`src/rtl/pu_pkg.sv`:
```
// Shared definitions for the PU ALU issue front end:
// function codes, instruction field layout, FSM state encodings.
package pu_pkg;

  localparam logic [2:0] FN_NOP    = 3'd0;
  localparam logic [2:0] FN_ADD    = 3'd1;
  localparam logic [2:0] FN_SUB    = 3'd2;
  localparam logic [2:0] FN_MUL    = 3'd3;
  localparam logic [2:0] FN_MVHI   = 3'd4;
  localparam logic [2:0] FN_MAX    = 3'd5;
  localparam logic [2:0] FN_MIN    = 3'd6;
  localparam logic [2:0] FN_RSHIFT = 3'd7;

  localparam int INST_W       = 32;
  localparam int INST_FN_LSB  = 29;
  localparam int INST_FN_W    = 3;
  localparam int INST_SRC_BIT = 28;
  localparam int INST_REP_LSB = 16;
  localparam int INST_REP_W   = 12;
  localparam int INST_IMM_LSB = 0;
  localparam int INST_IMM_W   = 16;

  localparam logic [0:0] ST_IDLE = 1'b0;
  localparam logic [0:0] ST_RUN  = 1'b1;

  typedef struct packed {
    logic [INST_FN_W-1:0]  fn;
    logic                  src;
    logic [INST_REP_W-1:0] rpt;
    logic [INST_IMM_W-1:0] imm;
  } inst_fields_t;

endpackage

```
`src/rtl/pu_inst_decode.sv`:
```
// Splits a PU ALU instruction word into fn, src, repeat and imm fields.
// Latency: combinational. Backpressure: none, pure decode.
// Feeds the issue FSM, which latches the fields on instruction accept.
module pu_inst_decode
  import pu_pkg::*;
(
  input  logic [INST_W-1:0] inst,
  output inst_fields_t      fields
);

  always_comb begin
    fields.fn  = inst[INST_FN_LSB +: INST_FN_W];
    fields.src = inst[INST_SRC_BIT];
    fields.rpt = inst[INST_REP_LSB +: INST_REP_W];
    fields.imm = inst[INST_IMM_LSB +: INST_IMM_W];
  end

endmodule

```
`src/rtl/pu_alu_issue.sv`:
```
// Issues each accepted instruction over repeat+1 operand pairs to the PU ALU.
// Latency: fn_valid in the issue cycle, result valid one cycle later.
// Backpressure: operands stall while a result is held by out_ready; optional stats under PU_ALU_ISSUE_STATS_EN.
module pu_alu_issue
  import pu_pkg::*;
#(
  parameter int DATA_WIDTH     = 16,
  parameter int ACC_DATA_WIDTH = 32,
  parameter int IMM_WIDTH      = 16,
  parameter int FN_WIDTH       = 3,
  parameter int REPEAT_WIDTH   = 12
) (
  input  logic                      clk,
  input  logic                      reset,
  input  logic                      inst_valid,
  output logic                      inst_ready,
  input  logic [31:0]               inst,
  input  logic                      in_valid,
  output logic                      in_ready,
  input  logic [ACC_DATA_WIDTH-1:0] in_data0,
  input  logic [DATA_WIDTH-1:0]     in_data1,
  output logic                      out_valid,
  input  logic                      out_ready,
  output logic [ACC_DATA_WIDTH-1:0] out_data,
  output logic                      out_last,
  output logic                      busy,
  output logic                      fn_valid,
  output logic [FN_WIDTH-1:0]       fn,
  output logic [IMM_WIDTH-1:0]      imm,
  output logic                      alu_in1_src,
  output logic [ACC_DATA_WIDTH-1:0] alu_in0,
  output logic [DATA_WIDTH-1:0]     alu_in1,
`ifdef PU_ALU_ISSUE_STATS_EN
  output logic [31:0]               stat_issue_count,
  output logic [31:0]               stat_stall_count,
`endif
  input  logic [ACC_DATA_WIDTH-1:0] alu_out
);

  inst_fields_t dec;

  logic [0:0]              state;
  logic [FN_WIDTH-1:0]     fn_q;
  logic [IMM_WIDTH-1:0]    imm_q;
  logic                    src_q;
  logic [REPEAT_WIDTH-1:0] count_q;
  logic                    out_valid_q;
  logic                    out_last_q;
  logic                    issue;
  logic                    last_issue;

  pu_inst_decode u_dec (
    .inst   (inst),
    .fields (dec)
  );

  // A held result blocks the next issue so alu_out stays stable until drained.
  assign inst_ready = (state == ST_IDLE);
  assign in_ready   = (state == ST_RUN) && (!out_valid_q || out_ready);
  assign issue      = in_valid && in_ready;
  assign last_issue = (count_q == '0);

  assign fn_valid    = issue;
  assign fn          = fn_q;
  assign imm         = imm_q;
  assign alu_in1_src = src_q;
  assign alu_in0     = in_data0;
  assign alu_in1     = in_data1;

  assign out_valid = out_valid_q;
  assign out_last  = out_last_q;
  assign out_data  = alu_out;
  assign busy      = (state == ST_RUN) || out_valid_q;

  always_ff @(posedge clk or posedge reset) begin
    if (reset) begin
      state   <= ST_IDLE;
      fn_q    <= '0;
      imm_q   <= '0;
      src_q   <= 1'b0;
      count_q <= '0;
    end else if (state == ST_IDLE) begin
      if (inst_valid) begin
        fn_q    <= dec.fn;
        imm_q   <= dec.imm;
        src_q   <= dec.src;
        count_q <= dec.rpt;
        state   <= ST_RUN;
      end
    end else if (issue) begin
      if (last_issue) begin
        state <= ST_IDLE;
      end else begin
        count_q <= count_q - {{(REPEAT_WIDTH-1){1'b0}}, 1'b1};
      end
    end
  end

  always_ff @(posedge clk or posedge reset) begin
    if (reset) begin
      out_valid_q <= 1'b0;
      out_last_q  <= 1'b0;
    end else if (issue) begin
      out_valid_q <= 1'b1;
      out_last_q  <= last_issue;
    end else if (out_ready) begin
      out_valid_q <= 1'b0;
    end
  end

`ifdef PU_ALU_ISSUE_STATS_EN
  always_ff @(posedge clk or posedge reset) begin
    if (reset) begin
      stat_issue_count <= '0;
      stat_stall_count <= '0;
    end else begin
      if (issue) begin
        stat_issue_count <= stat_issue_count + 32'd1;
      end
      if ((state == ST_RUN) && in_valid && !in_ready) begin
        stat_stall_count <= stat_stall_count + 32'd1;
      end
    end
  end
`endif

endmodule
```
`config.mk`:
```
export PLATFORM = sky130hd
export DESIGN_NAME = pu_alu_issue
export DESIGN_NICKNAME = d
export VERILOG_FILES = /design/src/rtl/pu_pkg.sv /design/src/rtl/pu_inst_decode.sv /design/src/rtl/pu_alu_issue.sv
export SDC_FILE = /design/constraint.sdc
export NUM_CORES = 1
export LEC_CHECK = 0
export CORE_AREA = 2 2 86 88
export CTS_BUF_LIST = sky130_fd_sc_hd__clkbuf_4 sky130_fd_sc_hd__clkbuf_8
export CTS_CLUSTER_DIAMETER = 120
export DETAILED_ROUTE_END_ITERATION = 6
export DIE_AREA = 0 0 88 90
export PLACE_DENSITY_LB_ADDON = 0.3
export SLEW_MARGIN = 20
export SYNTH_ARGS = -nofsm -noshare
export SYNTH_HDL_FRONTEND = slang
export SYNTH_SLANG_ARGS = --single-unit
```
`constraint.sdc`:
```
create_clock -name clk -period 4.5 [get_ports clk]
set_clock_uncertainty 0.05 [all_clocks]
set_input_delay 0.9 -clock clk [delete_from_list [all_inputs] [get_ports clk]]
set_output_delay 0.9 -clock clk [all_outputs]
set_load 0.02 [all_outputs]
```
# Word level (Yosys, flattened, before mapping)
# Index checks and enable logic that the tools add are counted.
# totals
ff_bits,35
input_bits,117
output_inout_bits,106
elab_cells,31
# classes
add_sub_neg,1
eq_ne,2
n_mux,10
n_bitwise,1
reduce_logical,10
# ops
cell,n
$mux 12,4
$logic_not 12->1,1
$sub 12x1->12 const B,1
$mux 1,6
$ne 2x2->1 const B,2
$reduce_bool 2->1,2
$reduce_and 3->1,1
$logic_and 1x1->1,2
$logic_or 1x1->1,2
$reduce_and 2->1,1
$logic_not 1->1,1
$not 1->1,1

# Logic depth before layout (Yosys ltp)
# depth
ltp_word,6
mapped_depth,8
depth_no_buf,7

# Cells and area by module
# Synthesis repeated with hierarchy kept, for this count alone.
# unflattened
cells_unflattened,320
hier_area_um2,2631.3
# by_module_without_submodules
module,instances,cells_per_inst,area_per_inst_um2,seq_area_each_um2
pu_alu_issue,1,288,2391.0,875.8
pu_inst_decode,1,32,240.2,0.0

# Least setup slack after synthesis
# No wires, ideal clock.
# synth_path
path_kind,input -> output
from,input out_ready
to,output fn_valid
arrival_ns,1.568
required_ns,3.550
setup_slack_ns,1.982
cell_stages,4
n_path_buf,0
path_cell_list,nand2b_1 > and2_1 > nand2_1 > inv_1
# synth_via
elab_chain_cells,3
# synth_rtl
element,line_no,text
"start, declared",pu_alu_issue.sv:23,"input logic out_ready,"
$logic_or 1x1->1,pu_alu_issue.sv:59,assign in_ready = (state == ST_RUN) && (!out_valid_q || out_ready);
$logic_and 1x1->1,pu_alu_issue.sv:59,
named net in_ready,pu_alu_issue.sv:19,"output logic in_ready,"
$logic_and 1x1->1,pu_alu_issue.sv:60,assign issue = in_valid && in_ready;
"end, declared",pu_alu_issue.sv:27,"output logic fn_valid,"
# The timed path passes the listed nets, and every way through them passes these cells.

# Worst setup path after layout
# layout_path
from,input out_ready
to,output fn_valid
# layout_via
elab_chain_cells,3
# layout_rtl
element,line_no
$logic_or 1x1->1,pu_alu_issue.sv:59
$logic_and 1x1->1,pu_alu_issue.sv:59
$logic_and 1x1->1,pu_alu_issue.sv:60
# No other way between the ends.

==> flow_metrics.tcl <==
set metrics [dict create \
    grt_usage 0.1325 \
    h-tree-depth 2 \
    drc 0 \
    fin_crit_ps 3457 \
    synth_area_um2 2333 \
    hp-start "imm[11]" \
    cts_root_buf "clkbuf_8" \
    critPathKind "primary input to primary output" \
    core-area_um2 7020 \
    insertion_delay_ps 280 \
    worstSetupEndpointType "primary output" \
    place_congestion 0.7091 \
    yosysSeqAreaShare 0.3753 \
    antenna_cells 0 \
    placement_rows 31 \
    ys_warn_count 0 \
    rsz0062_at_grt "no" \
    reg2reg_setup_slack_ps 2140 \
    grt_max_degree 36 \
    async_reset_ff_frac 1.000 \
    wl_per_cell_um 14.20 \
    relSlewSlack 0.5840 \
    crit_end "fn_valid" \
    ys.flop_type "dfrtp_1" \
    syn_avg_cell_area_um2 8.579 \
    synth_edf_count 0 \
    worstReg2RegEnd "count_q[11]" \
    finalPower_mw 1.719 \
    cts_buffers 5 \
    grt_pass1_vias 1664 \
    viasPerCell 4.591 \
    postRouteAntennaNets 0 \
    chipWidth_um 88 \
    drt-initial-drc-count 51 \
    finalSetupViolCount 0 \
    max_freq_mhz 289.2 \
    startpoint "out_ready" \
    layout_commonest_cell "nand2_1" \
    r2r-start "count_q[0]" \
    synth_cell_type_count 43 \
    die-area_um2 7920 \
    post_cts_resize_count 0 \
    mostFrequentLayoutCells "nand2_1, clkdlybuf4s50_1, dfrtp_1, nor2_1" \
    outcome "complete, no violations" \
    cts_setup_buffers 0 \
    nets 376 \
    grt_first_pass_wirelength_um 8217 \
    tightestPinTransition_ps 615.3 \
    synthCells 272 \
    dr_total_vias 1639 \
    wl_um 5069 \
    pwr_density_cell_nw_per_um2 660.1 \
    io_pins 223 \
    slew_violations 0 \
    ir_drop_mv 0.1790 \
    antenna_found_initial 0 \
    finalCritPeriodShare 0.7683 \
    required_ps 3550 \
    hpwl_um 3616 \
    cts.sinks 35 \
    cts_hold_buf 0 \
    layout-area-overhead-vs-synth_pct 11.64 \
    crit_arrival_ps 2510 \
    leakagePower_nw 1.169 \
    drv_cap 0 \
    start_kind "primary input" \
    min-delay-path-class "register to register" \
    globalRouteOverflowTotal 0 \
    floorplan.initialDensity 0.3324 \
    port-buffer-count 62 \
    cts_tree "built" \
    fin_setup_tns_ps 0 \
    dieHeight_um 90 \
    cp_max_fo 4 \
    detailedRoute.firstPassIterationCount 4 \
    clockBufferDepth 2 \
    syn-num-nets 391 \
    drive_gt1_frac 0.1085 \
    hold_viol 0 \
    synth-seq-cells 35 \
    r2r_cells 7 \
    clk_pin_slew_ps 70 \
]
==> synthesized netlist by cell type (all sizes together) (2+ instances only) <==
library cell / instances / share of area
a21oi: 4 / 0.0086
and2: 2 / 0.0054
and3: 2 / 0.0054
and4: 4 / 0.018
buf: 85 / 0.27
clkbuf: 4 / 0.0064
dfrtp: 35 / 0.38
ha: 2 / 0.011
inv: 5 / 0.0080
mux2i: 3 / 0.013
nand2: 72 / 0.12
nand3b: 2 / 0.0064
nor2: 16 / 0.029
nor3: 7 / 0.024
nor4b: 2 / 0.0075
o21ai: 2 / 0.0043
o22ai: 2 / 0.0054
o32ai: 5 / 0.019
or3b: 2 / 0.0075
or4: 2 / 0.0080
==> critical path: stages <==
cell	delay, ps
clkdlybuf4s50_1	440
nand2b_1	130
and2_1	160
nand2_1	110
inv_1	140
clkdlybuf4s50_1	620
==> routing by layer <==
metal / vias up / track usage / routed length [um]
met5: - / 0 / 0
met4: 0 / 0.1013 / 300
met3: 44 / 0.03398 / 371
met2: 72 / 0.1970 / 2269
met1: 747 / 0.1604 / 2127
li1: 776 / - / -
==> power by group <==
part           leakage, nW  switching, mW  internal (mW)
clock               0.0688          0.114          0.228
sequential           0.438          0.103          0.447
combinational        0.662          0.437          0.390
==> final cells by class <==
cell class / count / area, um^2
well taps: 99 / 123.9
multi-input cells: 143 / 792.0
inverters: 5 / 18.77
clock inverters: 2 / 60.06
fillers: 734 / 4415
flip-flops and latches: 35 / 875.8
clock buffers: 6 / 76.32
repair buffers: 67 / 658.1
==> registers in the layout, summed over array words and instances (netlist names) <==
register and count:
alu_in1_src 1, imm 16, out_valid 1, count_q 12, state 1, fn 3, out_last 1
==> stage by stage <==
step / instance area [um^2] / instances / util / hold WS, ps / setup WS (ps)
floorplan: 2333 / 272 / - / 450.2 / 1982
global placement: 2469 / 349 / 0.3516 / 406.8 / 1046
detailed placement: 2469 / 349 / 0.3516 / 411.3 / 1045
CTS: 2605 / 357 / 0.3711 / 429.9 / 1036
global route: 2605 / 357 / 0.3711 / 448.7 / 953.5
finish: 2605 / 357 / 0.3711 / 426.3 / 1043
==> worst min-delay path by stage <==
stage,cells past startpoint,slack [ps],endpoint
floorplan,1,450,count_q[11]
global placement,2,410,imm[2]
detailed placement,2,410,imm[10]
CTS,2,430,imm[10]
global route,2,450,imm[10]
finish,2,430,imm[11]
==> kinds of logic after synthesis <==
family                   after synthesis  share of synthesized area
adder cells (fa/ha/maj)                2                    0.01072
AND/OR/NAND/NOR                      118                     0.2456
AO/OA/AOI/OAI                         20                    0.07025
multiplexers                           3                    0.01287
buffers and inverters                 94                     0.2852
flip-flops                            35                     0.3753
(Power assumes the default switching activity.)
